## src/rtl/cpu_types_pkg.sv

```systemverilog
// Shared types for the MIPS core control path: register indices and sequencer states.
package cpu_types_pkg;

   typedef logic [4:0] regbits_t;

   typedef enum logic [1:0] {
      RUN,
      DRAIN,
      HALTED
   } ctrl_state_t;

   localparam int DRAIN_CNT_W = 2;
   typedef logic [DRAIN_CNT_W-1:0] drain_cnt_t;

endpackage

```

## src/rtl/pipeline_ctrl_hazard_detect.sv

```systemverilog
// Load-use hazard compare between the EX-stage load and the ID-stage sources.
// Purely combinational; register 0 is hardwired to zero so it never creates a hazard.
module hazard_detect
   import cpu_types_pkg::*;
(
   input  logic     idex_dREN,
   input  regbits_t idex_rt,
   input  regbits_t ifid_rs,
   input  regbits_t ifid_rt,
   input  logic     ifid_uses_rt,
   output logic     load_use
);

   always_comb begin
      load_use = idex_dREN && (idex_rt != '0) &&
                 ((idex_rt == ifid_rs) || (ifid_uses_rt && (idex_rt == ifid_rt)));
   end

endmodule

```

## src/rtl/pipeline_ctrl.sv

```systemverilog
// Pipeline sequencer: per-cycle advance/freeze/flush strobes, PC enable, halt draining, branch stats.
// Strobes are combinational from state and inputs; dcache stall freezes the whole pipe.
module pipeline_ctrl
   import cpu_types_pkg::*;
#(
   parameter int DRAIN_CYCLES = 2,
   parameter int CNT_W        = 32
) (
   input  logic             CLK,
   input  logic             nRST,
   input  logic             ihit,
   input  logic             dhit,
   input  logic             exmem_dREN,
   input  logic             exmem_dWEN,
   input  logic             idex_dREN,
   input  regbits_t         idex_rt,
   input  regbits_t         ifid_rs,
   input  regbits_t         ifid_rt,
   input  logic             ifid_uses_rt,
   input  logic             ex_br_valid,
   input  logic             ex_mispredict,
   input  logic             ex_halt,
   output logic             pc_en,
   output logic             redirect,
   output logic             ifid_freeze,
   output logic             idex_freeze,
   output logic             exmem_freeze,
   output logic             memwb_freeze,
   output logic             ifid_flush,
   output logic             idex_flush,
   output logic             exmem_flush,
   output logic             halt,
   output logic [CNT_W-1:0] branch_cnt,
   output logic [CNT_W-1:0] mispredict_cnt
);

   localparam drain_cnt_t       DRAIN_INIT = drain_cnt_t'(DRAIN_CYCLES);
   localparam logic [CNT_W-1:0] CNT_ONE    = 1;

   ctrl_state_t state;
   drain_cnt_t  drain_cnt;
   logic        dstall;
   logic        load_use;

   assign dstall = (exmem_dREN | exmem_dWEN) & ~dhit;

   hazard_detect u_hazard_detect (
      .idex_dREN    (idex_dREN),
      .idex_rt      (idex_rt),
      .ifid_rs      (ifid_rs),
      .ifid_rt      (ifid_rt),
      .ifid_uses_rt (ifid_uses_rt),
      .load_use     (load_use)
   );

   always_comb begin
      pc_en        = 1'b0;
      redirect     = 1'b0;
      ifid_freeze  = 1'b0;
      idex_freeze  = 1'b0;
      exmem_freeze = 1'b0;
      memwb_freeze = 1'b0;
      ifid_flush   = 1'b0;
      idex_flush   = 1'b0;
      exmem_flush  = 1'b0;
      unique case (state)
         RUN: begin
            if (dstall) begin
               ifid_freeze  = 1'b1;
               idex_freeze  = 1'b1;
               exmem_freeze = 1'b1;
               memwb_freeze = 1'b1;
            end else if (ex_halt) begin
               ifid_flush = 1'b1;
               idex_flush = 1'b1;
            end else if (ex_br_valid && ex_mispredict) begin
               // Stale fetch is abandoned, so ihit does not gate the redirect.
               redirect   = 1'b1;
               pc_en      = 1'b1;
               ifid_flush = 1'b1;
               idex_flush = 1'b1;
            end else if (load_use) begin
               ifid_freeze = 1'b1;
               idex_flush  = 1'b1;
            end else if (!ihit) begin
               ifid_flush = 1'b1;
            end else begin
               pc_en = 1'b1;
            end
         end
         DRAIN: begin
            ifid_flush   = 1'b1;
            idex_flush   = 1'b1;
            exmem_freeze = dstall;
            memwb_freeze = dstall;
         end
         HALTED: begin
            ifid_freeze  = 1'b1;
            idex_freeze  = 1'b1;
            exmem_freeze = 1'b1;
            memwb_freeze = 1'b1;
         end
         default: ;
      endcase
   end

   always_ff @(posedge CLK or negedge nRST) begin
      if (!nRST) begin
         state          <= RUN;
         drain_cnt      <= '0;
         halt           <= 1'b0;
         branch_cnt     <= '0;
         mispredict_cnt <= '0;
      end else begin
         unique case (state)
            RUN: begin
               if (!dstall) begin
                  if (ex_br_valid && (branch_cnt != '1))
                     branch_cnt <= branch_cnt + CNT_ONE;
                  if (ex_br_valid && ex_mispredict && (mispredict_cnt != '1))
                     mispredict_cnt <= mispredict_cnt + CNT_ONE;
                  if (ex_halt) begin
                     state     <= DRAIN;
                     drain_cnt <= DRAIN_INIT;
                  end
               end
            end
            DRAIN: begin
               if (!dstall) begin
                  // A zero count also terminates so a zero-length drain cannot hang.
                  if (drain_cnt <= drain_cnt_t'(1)) begin
                     state     <= HALTED;
                     halt      <= 1'b1;
                     drain_cnt <= '0;
                  end else begin
                     drain_cnt <= drain_cnt - drain_cnt_t'(1);
                  end
               end
            end
            HALTED: ;
            default: state <= RUN;
         endcase
      end
   end

endmodule

```

## config.mk

```make
export PLATFORM = sky130hd
export DESIGN_NAME = pipeline_ctrl
export DESIGN_NICKNAME = d
export VERILOG_FILES = /design/src/rtl/cpu_types_pkg.sv /design/src/rtl/pipeline_ctrl_hazard_detect.sv /design/src/rtl/pipeline_ctrl.sv
export SDC_FILE = /design/constraint.sdc
export NUM_CORES = 1
export LEC_CHECK = 0
export ABC_AREA = 0
export ABC_CLOCK_PERIOD_IN_PS = 1820
export BUFFER_PORTS_ARGS = -buffer_cell sky130_fd_sc_hd__buf_4
export CAP_MARGIN = 20
export CORE_ASPECT_RATIO = 2
export CORE_MARGIN = 5
export CORE_UTILIZATION = 49
export CTS_BUF_LIST = sky130_fd_sc_hd__clkbuf_8
export DETAILED_ROUTE_END_ITERATION = 7
export GPL_TIMING_DRIVEN = 0
export PLACE_DENSITY = 0.79
export SLEW_MARGIN = 25
export SYNTH_ARGS = -nofsm -noshare
export SYNTH_HDL_FRONTEND = slang
export SYNTH_SLANG_ARGS = --single-unit
```

## constraint.sdc

```tcl
create_clock -name CLK -period 1.82 [get_ports CLK]
set_input_delay 0.091 -clock CLK [delete_from_list [all_inputs] [get_ports CLK]]
set_output_delay 0.091 -clock CLK [all_outputs]
set_load 0.05 [all_outputs]
```

Word-level counts from Yosys, hierarchy flattened
Cells that the tools add are included.

storage, ports and cells
  register bits after elaboration = 69
  input bits = 26
  output and inout bits = 74

cells by class
  add/subtract/negate cells = 3
  $lt $le $gt $ge = 1
  equal/unequal tests = 10
  mux-type cells = 38
  bitwise gates (word level) = 5
  reduce and logical (&&, ||, !) cells = 15

operators by type and width
  cell                                                                   number
  32-bit by 1-bit adder with 32-bit output, second input constant        2
  32-bit != test, second input constant                                  2
  1-bit 2-to-1 mux                                                       23
  2-bit 2-to-1 mux                                                       8
  5-bit == test                                                          2
  3-bit AND reduction                                                    3
  2-bit != test, second input constant                                   4
  1-bit case mux with 2 select lines                                     4
  1-bit logical AND                                                      6
  2-bit case mux with 3 select lines                                     1
  5-bit AND reduction                                                    1
  5-bit nonzero test                                                     1
  2-bit case mux with 2 select lines                                     1
  4-bit AND reduction                                                    1
  1-bit NOT                                                              3
  1-bit case mux with 3 select lines                                     1
  2-bit by 1-bit == test with 1-bit output, second input constant        1
  2-bit == test, second input constant                                   1
  2-bit by 1-bit <= comparator with 1-bit output, second input constant  1
  2-bit logical NOT                                                      1
  2-bit nonzero test                                                     1
  2-bit by 1-bit subtractor with 2-bit output, second input constant     1
  1-bit bitwise AND                                                      1
  1-bit logical OR                                                       1
  1-bit bitwise OR                                                       1

Logic depth before layout (Yosys ltp)
Gate-level depths: netlist of run 1.

  depth in word-level cells = 9
  mapped depth = 8
  gate-level depth less buffers = 7

Modules after synthesis
Synthesis of run 1 repeated with hierarchy kept, for this count alone.

unflattened totals
  cells, all modules = 352
  area total of the unflattened synthesis = 3697.3 sq um

modules (own cells, without submodules)
  module         times used  cells each  area an instance (sq um)
  pipeline_ctrl  1           335         3564.7
  hazard_detect  1           17          132.6

Worst setup path after synthesis of run 1
OpenSTA, ideal clock, no wires.

  path kind = flip-flop to flip-flop
  start = register branch_cnt[0]
  end = register branch_cnt[4]
  library setup time = 0.142 ns
  data arrival time = 2.093 ns
  setup slack = -0.415 ns
  cell stages (with the launch flop) = 9
  path buffers = 1
  cells stage by stage = dfrtp_1 -> ha_1 -> and2_1 -> and4_2 -> and3_1 -> nor2_2 -> buf_4 -> nand3_1 -> xnor2_1

on the way
  word-level cells in the longest chain between the ends = 3
  elaborated cells between the ends (all ways) = 4
  those cells by class = add/sub: 1; eq/ne: 1; reduce/logical: 2

ends and longest elaborated chain
  item                                                                              RTL line              text
  from (decl)                                                                       pipeline_ctrl.sv:33   output logic [CNT_W-1:0] branch_cnt,
  from (signal assigned)                                                            pipeline_ctrl.sv:119  branch_cnt <= branch_cnt + CNT_ONE;
  branches (longest 3 deep; another with 32-bit by 1-bit adder with 32-bit output)  --

Parallel ways; which one is timed is not known.
A chain may end at the register's enable or synchronous reset.

Final worst setup path of run 1
Ends and elaborated chain as after synthesis.

==> reports/qor.txt, run 1 <==
POWER
--------------------------------------------------------------------------------
Reported leakage power ............................................      2.50 nW
Total power divided by cell area ..................................   936 nW/µm²
Total power .......................................................    0.00500 W
Maximum vdd ir drop ...............................................    0.00107 V

FLOORPLAN
--------------------------------------------------------------------------------
# IOs .............................................................          100
CORE AREA .........................................................     7160 µm²
Overall die width .................................................      70.1 µm
Number of placement rows ..........................................           44
Die Height ........................................................       130 µm
Starting density of the core ......................................        0.494
Die area ..........................................................     9120 µm²

PLACE
--------------------------------------------------------------------------------
Quantity of I/O buffers inserted on ports .........................           98
Final HPWL from detailed placement ................................      5630 µm
GPL Wtd Cong ......................................................        0.852
Dpl cells .........................................................          522

CRITICAL PATH
--------------------------------------------------------------------------------
CP max FO .........................................................           10
Critical path start-end classification ............................ register to register
CP Data Required Time .............................................      2.04 ns
Critical path buffers and inverters ...............................            1
Kind of launch point of the worst setup path ......................     register
Critical path's top delay family .................................. simple AND/OR/NAND/NOR gates
CP max stage cell ................................................. sky130_fd_sc_hd__dfrtp_2
Critical Path Max Stage Delay .....................................      0.43 ns
Arrival time at the worst endpoint ................................      2.08 ns
CP Cell Sequence .................................................. ha_4, and2_4, and4_4, and3_4, nor2_4, buf_8, nand3_1, xnor2_1
Type of destination of the critical path ..........................     register

CLOCK TREE
--------------------------------------------------------------------------------
Clock buffers created by TritonCTS ................................            9
Bufs on Longest Clock Path ........................................            2
CTS clock-pin slew for the worst setup and hold paths .............      0.08 ns
Clock sink total ..................................................           69
Clock root cell ................................................... sky130_fd_sc_hd__clkbuf_8
Worst skew pair latency ...........................................      0.35 ns
TritonCTS clock tree ..............................................          yes
Deepest level of the CTS H-tree ...................................            3

LOGIC SYNTHESIS
--------------------------------------------------------------------------------
Cells after Synth .................................................          332
Synthesized area divided by synthesized cell count ................     10.7 µm²
Mapped Nets .......................................................          360
Number of different library cells in the post-synthesis netlist ...           45
Fraction of synthesized cell area taken by the top area cell type .        0.488
Total of warnings raised by yosys .................................            0
Sequential cell area fraction in the yosys report .................        0.488
Area contributors post-synth ...................................... sky130_fd_sc_hd__dfrtp_1, sky130_fd_sc_hd__xnor2_1, sky130_fd_sc_hd__xor2_1, sky130_fd_sc_hd__nand3_1, sky130_fd_sc_hd__nand2_1
Flip-flop and latch count after synthesis .........................           69
Area of the mapped netlist ........................................     3540 µm²
Largest area contributor in the synthesized netlist ............... sky130_fd_sc_hd__dfrtp_1

CELLS AND AREA
--------------------------------------------------------------------------------
Layout-stage area growth over the synthesis result ................        50.9%
Share of post-route cells with drive strength above 1 .............        0.595
Number of diodes ..................................................            0
Number of nets at the end of the flow .............................          522
Final instance count without filler cells .........................          591

ROUTING
--------------------------------------------------------------------------------
DRC violations left ...............................................            0
Routed length per placed instance .................................      14.6 µm
Overall via count from detail_route ...............................         3092
First drt pass iteration count ....................................            4
Total routed wirelength ...........................................      8650 µm
First DRT Iteration DRCs ..........................................          147
Drt via density ...................................................         5.23
ANT nets after route ..............................................            0

STA
--------------------------------------------------------------------------------
Number of failing hold endpoints at the final stage ...............            0
Actual slew at the worst max-slew pin .............................     0.848 ns
Highest clock frequency the design can meet .......................      539 MHz
Final sum of negative setup slack .................................   -0.0878 ns
Period utilization ................................................         1.02
Worst hold slack ..................................................    0.0609 ns
Setup slack of the critical path after layout .....................   -0.0364 ns
Crit path time final ..............................................      1.86 ns
Worst Skew ........................................................    0.0148 ns
Final number of setup-violating endpoints .........................            3
RSZ-0062 raised after global routing ..............................          yes
Final max-slew violation count ....................................            0
Relative slew slack ...............................................        0.435

FLOW RUN
--------------------------------------------------------------------------------
Max cap viols .....................................................            0

STATUS
--------------------------------------------------------------------------------
Violated checks ................................................... negative setup slack
Result of the run ................................................. finished, violations left

GLOBAL ROUTING
--------------------------------------------------------------------------------
Number of antenna violations at the first check in global routing .            0
Pin count of the biggest net entering global routing ..............           70
Overall routing resource usage ....................................        0.191
First-pass GRT wire length ........................................     14200 µm
GRT Residual Overflow .............................................            0
Number of global-route vias before repair .........................         3133

HOLD PATH
--------------------------------------------------------------------------------
Class of the most critical hold timing path ....................... input port to register

[state kept, by name, summed over array words and instances (netlist names)]
name / count
state: 2
halt: 1
mispredict_cnt: 32
branch_cnt: 32
drain_cnt: 2
[report_power, final]
| group | switching, W | internal (W) | total (W) |
|---|---|---|---|
| clock network | 0.000547 | 0.000510 | 0.00106 |
| registers | 0.000178 | 0.00169 | 0.00187 |
| logic | 0.00119 | 0.000879 | 0.00207 |
[placed cells by master (no fill, tap or decap), types with 3 or more instances in the layout]
master                     instances
sky130_fd_sc_hd__nor2_2            3
sky130_fd_sc_hd__nor3_4            3
sky130_fd_sc_hd__and4_4            7
sky130_fd_sc_hd__nor2_1           20
sky130_fd_sc_hd__clkbuf_8         10
sky130_fd_sc_hd__nor3_2            4
sky130_fd_sc_hd__dfrtp_2          60
sky130_fd_sc_hd__inv_1             7
sky130_fd_sc_hd__buf_4           150
sky130_fd_sc_hd__o21ai_0           4
sky130_fd_sc_hd__and4_1            4
sky130_fd_sc_hd__xnor2_1          40
sky130_fd_sc_hd__nand2_1          22
sky130_fd_sc_hd__and3_1            6
sky130_fd_sc_hd__nand2b_1          3
sky130_fd_sc_hd__nand2_2           8
sky130_fd_sc_hd__nand3_1          18
sky130_fd_sc_hd__dfrtp_1           9
sky130_fd_sc_hd__xor2_1           26
sky130_fd_sc_hd__nand4_1          15
sky130_fd_sc_hd__xnor2_2           4
sky130_fd_sc_hd__and3_4            5
sky130_fd_sc_hd__buf_6             4
sky130_fd_sc_hd__nor3_1            9
sky130_fd_sc_hd__and2_4            3
sky130_fd_sc_hd__nand3_2           6
sky130_fd_sc_hd__nor2_4            4
sky130_fd_sc_hd__a21oi_1           4
[cells by family (layout without fill, tap and decap cells)]
| family | after synthesis | in the layout | share of synthesized area |
|---|---|---|---|
| adder cells (fa/ha/maj) | 2 | 2 | 0.00707 |
| AO/OA/AOI/OAI | 21 | 21 | 0.0523 |
| AND/OR/NAND/NOR | 156 | 156 | 0.252 |
| other | 1 | 1 | 0.00106 |
| flip-flops | 69 | 69 | 0.488 |
| buffers and inverters | 10 | 177 | 0.0166 |
| XOR/XNOR | 70 | 70 | 0.173 |
| multiplexers | 3 | 3 | 0.00955 |
[cell type report]
| class | instances | area (µm²) |
|---|---|---|
| plain buffers | 5 | 46.3 |
| clock buffers | 10 | 138 |
| clock inverters | 6 | 27.5 |
| fillers | 509 | 1820 |
| inverters | 3 | 11.3 |
| multi-input cells | 253 | 2030 |
| flip-flops and latches | 69 | 1800 |
| well taps | 92 | 115 |
| repair buffers | 153 | 1170 |
[per-layer routing]
| metal | GRT usage | vias to the layer above | share of wire |
|---|---|---|---|
| met5 | 0 | - | 0 |
| met4 | 0.0745 | 0 | 0.011 |
| met1 | 0.253 | 1495 | 0.45 |
| li1 | - | 1493 | - |
| met3 | 0.0540 | 7 | 0.061 |
| met2 | 0.297 | 97 | 0.47 |
[worst paths after layout]
check / slack [ns] / to / from / cells past startpoint
setup reg to reg: -0.04 / branch_cnt[4] / branch_cnt[0] / 8
min in group asynchronous: 0.40 / branch_cnt[7] / nRST / 2
hold reg to reg: 0.48 / mispredict_cnt[26] / mispredict_cnt[26] / 1
setup / recovery: -0.04 / branch_cnt[4] / branch_cnt[0] / 8
max in group asynchronous: 0.81 / mispredict_cnt[27] / nRST / 2
hold / removal: 0.06 / state[0] / ex_halt / 3
[what timing repair did]
action                     in CTS  in global routing
setup buffers                  40                 14
resized for setup              16                 22
setup endpoints to repair      48                 40
pin swaps                      20                 15
hold buffers                    1                  0
cloned                          0                  0
hold endpoints to repair       69                  0
[cell usage after synthesis (all sizes together)]
cell type	instances
ha	2
and2	4
o21ba	1
xnor2	44
conb	1
a2111oi	2
xor2	26
o221ai	1
a31oi	1
and4bb	1
nor4	3
nand2	32
nor3	16
nand2b	4
or4	1
nand3	26
a21oi	5
o21bai	1
nand3b	2
a221o	1
or2	1
clkbuf	1
and3	11
or3	1
nor2	27
mux2	3
o21ai	5
o22ai	1
dfrtp	69
buf	6
and4	11
a32o	1
nand4	16
inv	3
a31o	2
[stage by stage]
step | cell area (µm²) | util | setup slack (ns)
after detailed placement | 4620 | 0.645 | -0.298
after global placement | 4620 | 0.645 | -0.273
after CTS | 5140 | 0.719 | -0.0241
final | 5340 | 0.746 | -0.0364
after floorplan | 3760 | - | -0.172
after global routing | 5340 | 0.746 | -0.140
[worst min-delay path, stage by stage]
cell and delay, ns:
sky130_fd_sc_hd__buf_4 0.14, sky130_fd_sc_hd__nand3b_1 0.08, sky130_fd_sc_hd__a21oi_1 0.06
No activity file was read; power rests on OpenSTA's default activity.
==> inputs of run 2 (changes only) <==
--- a/config.mk
+++ b/config.mk
@@ -15,8 +15,10 @@
 export CTS_BUF_LIST = sky130_fd_sc_hd__clkbuf_8
 export DETAILED_ROUTE_END_ITERATION = 7
 export GPL_TIMING_DRIVEN = 0
-export PLACE_DENSITY = 0.79
+export PLACE_DENSITY = 0.78
+export RECOVER_POWER = 100
 export SLEW_MARGIN = 25
 export SYNTH_ARGS = -nofsm -noshare
 export SYNTH_HDL_FRONTEND = slang
+export SYNTH_HIERARCHICAL = 1
 export SYNTH_SLANG_ARGS = --single-unit
==> run 2 against run 1 <==
The flow now finishes without violations. Clock-buffer cell count up 1. Synthesized cell count up 6.0%. Sequential power about the same. Combinational power down 27%. Non-clock buffer count down 20. Critical path type unchanged. Largest cell class unchanged. Flip-flop and latch count unchanged. Clock power up 5%.
==> reports/qor.txt, run 2 <==
CELLS AND AREA
--------------------------------------------------------------------------------
Layout-stage area growth over the synthesis result ................        37.7%
Number of nets at the end of the flow .............................          518
Most common cell after layout, fill and taps aside ................ sky130_fd_sc_hd__buf_4
Number of diodes ..................................................            0
Storage cell area .................................................     1800 µm²
Largest registers in the final layout ............................. branch_cnt (32), mispredict_cnt (32)
Share of post-route cells with drive strength above 1 .............        0.442
Footprint of the multi-input gates ................................     2040 µm²
Most frequent cells in the layout ................................. sky130_fd_sc_hd__buf_4, sky130_fd_sc_hd__dfrtp_2, sky130_fd_sc_hd__xnor2_1
Filler instances ..................................................          618

LOGIC SYNTHESIS
--------------------------------------------------------------------------------
Fraction of registers with async set/reset ........................         1.00
Number of flops mapped to enable cells by yosys ...................            0
Most frequently used cell type in the post-synthesis netlist ...... sky130_fd_sc_hd__dfrtp_1
Cells after Synth .................................................          352
Top post-synthesis cells by count ................................. sky130_fd_sc_hd__dfrtp_1, sky130_fd_sc_hd__xnor2_1, sky130_fd_sc_hd__nand3_1, sky130_fd_sc_hd__nand4_1, sky130_fd_sc_hd__nor2_1
Number of different library cells in the post-synthesis netlist ...           44
Fraction of synthesized cell area taken by the top area cell type .        0.467
Mapped Nets .......................................................          380
Flip-flop and latch count after synthesis .........................           69
Leading register cell type out of synthesis ....................... sky130_fd_sc_hd__dfrtp_1
Sequential cell area fraction in the yosys report .................        0.467
Synthesized area divided by synthesized cell count ................     10.5 µm²
Largest area contributor in the synthesized netlist ............... sky130_fd_sc_hd__dfrtp_1
Total of warnings raised by yosys .................................            6
Area contributors post-synth ...................................... sky130_fd_sc_hd__dfrtp_1, sky130_fd_sc_hd__xnor2_1, sky130_fd_sc_hd__nand4_1, sky130_fd_sc_hd__xor2_1, sky130_fd_sc_hd__nand3_1
Area of the mapped netlist ........................................     3700 µm²

PLACE
--------------------------------------------------------------------------------
Dpl ws ............................................................    -0.121 ns
Quantity of I/O buffers inserted on ports .........................           98
Final HPWL from detailed placement ................................      6340 µm
GPL Wtd Cong ......................................................        0.814

STA
--------------------------------------------------------------------------------
Relative slew slack ...............................................        0.426
Highest clock frequency the design can meet .......................      554 MHz
Final max-slew violation count ....................................            0
Worst Skew ........................................................   0.00923 ns
RSZ-0062 raised after global routing ..............................          yes
Final number of setup-violating endpoints .........................            0
Crit path time final ..............................................      1.81 ns
Actual slew at the worst max-slew pin .............................     0.860 ns
Number of failing hold endpoints at the final stage ...............            0
Setup slack of the critical path after layout .....................    0.0145 ns
Period utilization ................................................        0.992

GLOBAL ROUTING
--------------------------------------------------------------------------------
GRT Residual Overflow .............................................            0
Number of global-route vias before repair .........................         3088
Number of antenna violations at the first check in global routing .            0
First-pass GRT wire length ........................................     14900 µm
Overall routing resource usage ....................................        0.194
Pin count of the biggest net entering global routing ..............           70

CLOCK TREE
--------------------------------------------------------------------------------
Clock buffers created by TritonCTS ................................            9
Deepest level of the CTS H-tree ...................................            3
CTS clock-pin slew for the worst setup and hold paths .............      0.07 ns
TritonCTS clock tree ..............................................          yes
Worst skew pair latency ...........................................      0.35 ns
Clock root cell ................................................... sky130_fd_sc_hd__clkbuf_8
Bufs on Longest Clock Path ........................................            2
Clock sink total ..................................................           69

FLOORPLAN
--------------------------------------------------------------------------------
Die area ..........................................................     9490 µm²
CORE AREA .........................................................     7490 µm²
Overall die width .................................................      71.4 µm
Number of placement rows ..........................................           45
Starting density of the core ......................................        0.494
Die Height ........................................................       133 µm
# IOs .............................................................          100

ROUTING
--------------------------------------------------------------------------------
Overall via count from detail_route ...............................         3264
Drt via density ...................................................         5.54
Total routed wirelength ...........................................      9180 µm
ANT nets after route ..............................................            0
First DRT Iteration DRCs ..........................................          255
Routed length per placed instance .................................      15.6 µm
DRC violations left ...............................................            0
First drt pass iteration count ....................................            5

HOLD PATH
--------------------------------------------------------------------------------
Class of the most critical hold timing path ....................... input port to register
WHS Path Cells ....................................................            3

FLOW RUN
--------------------------------------------------------------------------------
Max cap viols .....................................................            0

CRITICAL PATH
--------------------------------------------------------------------------------
Critical path start-end classification ............................ register to register
CP max FO .........................................................            5
Type of destination of the critical path ..........................     register
Arrival time at the worst endpoint ................................      2.05 ns
Worst Reg-to-Reg Cells ............................................            5
Kind of launch point of the worst setup path ......................     register
CP Data Required Time .............................................      2.06 ns

STATUS
--------------------------------------------------------------------------------
Result of the run .................................................    completed

POWER
--------------------------------------------------------------------------------
Maximum vdd ir drop ...............................................   0.000626 V
Total power divided by cell area ..................................   886 nW/µm²
Reported leakage power ............................................      2.20 nW
Total power .......................................................    0.00451 W

-- run 2: critical path, cell delays in order, from the launching register on --
cell and delay (ns):
sky130_fd_sc_hd__dfrtp_2 0.39, sky130_fd_sc_hd__nand4_1 0.22, sky130_fd_sc_hd__or4_4 0.55, sky130_fd_sc_hd__a31oi_4 0.22, sky130_fd_sc_hd__nand4_1 0.14, sky130_fd_sc_hd__xnor2_1 0.17
-- run 2: cells by family (layout without fill, tap and decap cells) --
group / count (synthesis) / after routing / share of synthesized area
xor gates and xnor gates: 71 / 71 / 0.168
AOI/OAI and AO/OA: 21 / 21 / 0.0518
muxes: 3 / 3 / 0.00880
and+or+nand+nor: 166 / 166 / 0.270
DFF: 69 / 69 / 0.467
other: 1 / 1 / 0.00101
buffers and inverters: 19 / 162 / 0.0267
adders and majority gates: 2 / 2 / 0.00677
-- run 2: what timing repair did --
action	in CTS	in global routing
cloned	0	1
pin swaps	4	28
buffers inserted	4	23
hold endpoints to repair	69	0
gates resized for setup	7	34
endpoints found under the setup margin	35	50
hold buffers	1	0
-- run 2: metal layers --
metal,vias up,track usage,part of all wire
met4,0,0.0659,0.012
met1,1579,0.267,0.43
li1,1534,-,-
met3,11,0.0449,0.074
met2,140,0.300,0.48
met5,-,0,0
-- run 2: power by group --
part / leakage (nW) / switching, W / internal (W) / total, W
Clock: 0.0939 / 0.000558 / 0.000556 / 0.00111
Sequential: 0.840 / 0.000184 / 0.00169 / 0.00187
Combinational: 1.26 / 0.000994 / 0.000530 / 0.00152
Total: 2.20 / 0.00174 / 0.00278 / 0.00451
-- run 2: path summary, 6_finish.rpt --
check	from	endpoint	slack, ns
min reg2reg	halt	halt	0.47
max in group asynchronous	nRST	mispredict_cnt[14]	0.81
min	ex_halt	state[0]	0.05
max	mispredict_cnt[15]	mispredict_cnt[26]	0.01
min in group asynchronous	nRST	halt	0.39
max reg2reg	mispredict_cnt[15]	mispredict_cnt[26]	0.01
-- run 2: metrics by stage --
stage	TNS, ns	area, µm²	hold slack (ns)	utilization	cells
finish	0	5090	0.0525	0.680	589
global route	-0.640	5090	0.0571	0.680	589
CTS	-0.00967	4920	0.0360	0.657	565
detailed placement	-1.56	4670	0.261	0.624	544
global placement	-0.850	4670	0.258	0.624	544
floorplan	-0.728	3820	-0.205	-	352
-- run 2: cell type report --
type                       instances  area share
buffer                            11      0.0184
clock buffer                      11      0.0297
clock inverter                     5     0.00541
inverter                           8     0.00590
multi-input combinational        264       0.400
sequential                        69       0.353
tap                               94      0.0231
timing repair buffer             127       0.165
==> inputs of run 3 (changes only) <==
--- a/config.mk
+++ b/config.mk
@@ -15,10 +15,9 @@
 export CTS_BUF_LIST = sky130_fd_sc_hd__clkbuf_8
 export DETAILED_ROUTE_END_ITERATION = 7
 export GPL_TIMING_DRIVEN = 0
-export PLACE_DENSITY = 0.78
+export PLACE_DENSITY = 0.79
 export RECOVER_POWER = 100
 export SLEW_MARGIN = 25
 export SYNTH_ARGS = -nofsm -noshare
 export SYNTH_HDL_FRONTEND = slang
-export SYNTH_HIERARCHICAL = 1
 export SYNTH_SLANG_ARGS = --single-unit
==> run 3 against run 2 <==
The run now ends with negative setup slack left. Clock-buffer cell count fell by 1. Final cell count rose by 0.34%. Final area rose by 0.37%. Utilization rose by 3.4 points. Power rose by 8.7%. Sequential share of layout area fell by 0.20 points. Worst setup slack got worse by 0.049 ns. Clock power fell by 5%. Largest power group is now combinational cells. Highest routed layer unchanged.
==> reports/qor.txt, run 3 (synthesis results as in run 1) <==
STATUS
--------------------------------------------------------------------------------
Result of the run ................................................. finished, violations left
Violated checks ................................................... negative setup slack

POWER
--------------------------------------------------------------------------------
Fraction of power consumed by sequential logic ....................        0.381
Portion of total power attributed to the clock network ............        0.216
Reported leakage power ............................................      2.27 nW
Internal power consumption ........................................    0.00299 W
Maximum vdd ir drop ...............................................    0.00102 V
P_sw ..............................................................    0.00191 W
Switching Fraction ................................................        0.389
Combinational share of power ......................................        0.404
Total power .......................................................    0.00490 W
Total power divided by cell area ..................................   959 nW/µm²

ROUTING
--------------------------------------------------------------------------------
First drt pass iteration count ....................................            4
DRC violations left ...............................................            0
Drt via density ...................................................         5.25
Overall via count from detail_route ...............................         3104
ANT nets after route ..............................................            0
Routed length per placed instance .................................      14.7 µm
First DRT Iteration DRCs ..........................................          149
Total routed wirelength ...........................................      8670 µm

CRITICAL PATH
--------------------------------------------------------------------------------
Type of destination of the critical path ..........................     register
CP max FO .........................................................           10
Critical Path Max Stage Delay .....................................      0.43 ns
Worst Reg-to-Reg Cells ............................................            8
CP Cell Sequence .................................................. ha_4, and2_4, and4_4, and3_4, nor2_4, buf_8, nand3_1, xnor2_1
CP Data Required Time .............................................      2.04 ns
CP max stage cell ................................................. sky130_fd_sc_hd__dfrtp_2
Kind of launch point of the worst setup path ......................     register
Critical path start-end classification ............................ register to register
Arrival time at the worst endpoint ................................      2.08 ns

HOLD PATH
--------------------------------------------------------------------------------
Class of the most critical hold timing path ....................... input port to register
WHS Path Cells ....................................................            3

GLOBAL ROUTING
--------------------------------------------------------------------------------
Global routing met3 resource utilization ..........................       0.0540
Number of global-route vias before repair .........................         3133
First-pass GRT wire length ........................................     14200 µm
Overall routing resource usage ....................................        0.191
Number of antenna violations at the first check in global routing .            0
Grt peak-use layer ................................................         met2
Pin count of the biggest net entering global routing ..............           70
GRT Residual Overflow .............................................            0
Global-route met2 utilization .....................................        0.297
Met1 capacity usage during global routing .........................        0.253

CLOCK TREE
--------------------------------------------------------------------------------
Clock root cell ................................................... sky130_fd_sc_hd__clkbuf_8
Clock sink total ..................................................           69
TritonCTS clock tree ..............................................          yes
CTS clock-pin slew for the worst setup and hold paths .............      0.08 ns
Bufs on Longest Clock Path ........................................            2
Deepest level of the CTS H-tree ...................................            3
Worst skew pair latency ...........................................      0.35 ns
Clock buffers created by TritonCTS ................................            9

STA
--------------------------------------------------------------------------------
Relative slew slack ...............................................        0.390
Worst hold slack ..................................................    0.0622 ns
Highest clock frequency the design can meet .......................      539 MHz
Actual slew at the worst max-slew pin .............................     0.915 ns
Period utilization ................................................         1.02
Final sum of negative setup slack .................................   -0.0839 ns
Number of failing hold endpoints at the final stage ...............            0
Final number of setup-violating endpoints .........................            3
Worst Skew ........................................................    0.0154 ns
Final max-slew violation count ....................................            0
Crit path time final ..............................................      1.85 ns
RSZ-0062 raised after global routing ..............................          yes
Setup slack of the critical path after layout .....................   -0.0346 ns

FLOW RUN
--------------------------------------------------------------------------------
Max cap viols .....................................................            0

FLOORPLAN
--------------------------------------------------------------------------------
Die area ..........................................................     9120 µm²
# IOs .............................................................          100
Starting density of the core ......................................        0.494
CORE AREA .........................................................     7160 µm²
Overall die width .................................................      70.1 µm
Number of placement rows ..........................................           44
Die Height ........................................................       130 µm

CELLS AND AREA
--------------------------------------------------------------------------------
Most common cell after layout, fill and taps aside ................ sky130_fd_sc_hd__buf_4
Util after Layout .................................................        0.714
Largest registers in the final layout ............................. branch_cnt (32), mispredict_cnt (32)
Number of diodes ..................................................            0
Layout-stage area growth over the synthesis result ................        44.4%
Number of nets at the end of the flow .............................          522
Final instance count without filler cells .........................          591
Most frequent cells in the layout ................................. sky130_fd_sc_hd__buf_4, sky130_fd_sc_hd__clkbuf_1, sky130_fd_sc_hd__dfrtp_2
Share of post-route cells with drive strength above 1 .............        0.467

PLACE
--------------------------------------------------------------------------------
GPL Wtd Cong ......................................................        0.852
Quantity of I/O buffers inserted on ports .........................           98
Dpl cells .........................................................          522
Final HPWL from detailed placement ................................      5630 µm

[run 3: worst max-delay path, delay by kind of cell (launching register included)]
kind	cells	cell delay [ns]
fa+ha+maj	1	0.16
xor+xnor	1	0.14
buf+inv	1	0.19
flops	1	0.43
simple gates	5	0.81
[run 3: repair_timing]
item,4_1_cts,5_1_grt
endpoints found under the setup margin,48,40
gates cloned,0,0
hold endpoints to repair,69,0
resized for setup,16,22
buffers inserted,40,14
pin swaps,20,15
hold buffers,1,0
[run 3: final timing paths]
kind,start,end,slack [ns]
max reg2reg,branch_cnt[0],branch_cnt[4],-0.03
min reg2reg,mispredict_cnt[26],mispredict_cnt[26],0.48
max in group asynchronous,nRST,mispredict_cnt[5],0.72
min in group asynchronous,nRST,branch_cnt[7],0.45
min,ex_halt,state[0],0.06
max,branch_cnt[0],branch_cnt[4],-0.03
[run 3: power by group through the flow]
| stage | combinational [W] | sequential [W] | clock, W |
|---|---|---|---|
| after floorplan | 0.000848 | 0.00221 | 0 |
| after global placement | 0.00163 | 0.00190 | 0 |
| after detailed placement | 0.00165 | 0.00190 | 0 |
| after CTS | 0.00195 | 0.00187 | 0.00109 |
| after global routing | 0.00212 | 0.00189 | 0.00115 |
| final | 0.00198 | 0.00187 | 0.00106 |
[run 3: metrics by stage]
stage	cell area (µm²)	worst slack [ns]
3_3_place_gp	4620	-0.273
5_1_grt	5110	-0.140
6_report	5110	-0.0346
3_5_place_dp	4620	-0.298
4_1_cts	5140	-0.0241
2_1_floorplan	3760	-0.172
[run 3: routing by layer]
metal / vias up / wire length (µm)
li1: 1492 / -
met1: 1502 / 4020
met2: 99 / 4040
met3: 11 / 496
met4: 0 / 111
met5: - / 0
[run 3: layout make-up]
class / count / area, µm²
fillers: 569 / 2050
multi-input cells: 253 / 2020
flip-flops and latches: 69 / 1790
repair buffers: 153 / 963
clock buffers: 10 / 138
well taps: 92 / 115
plain buffers: 5 / 45.0
clock inverters: 6 / 27.5
inverters: 3 / 11.3
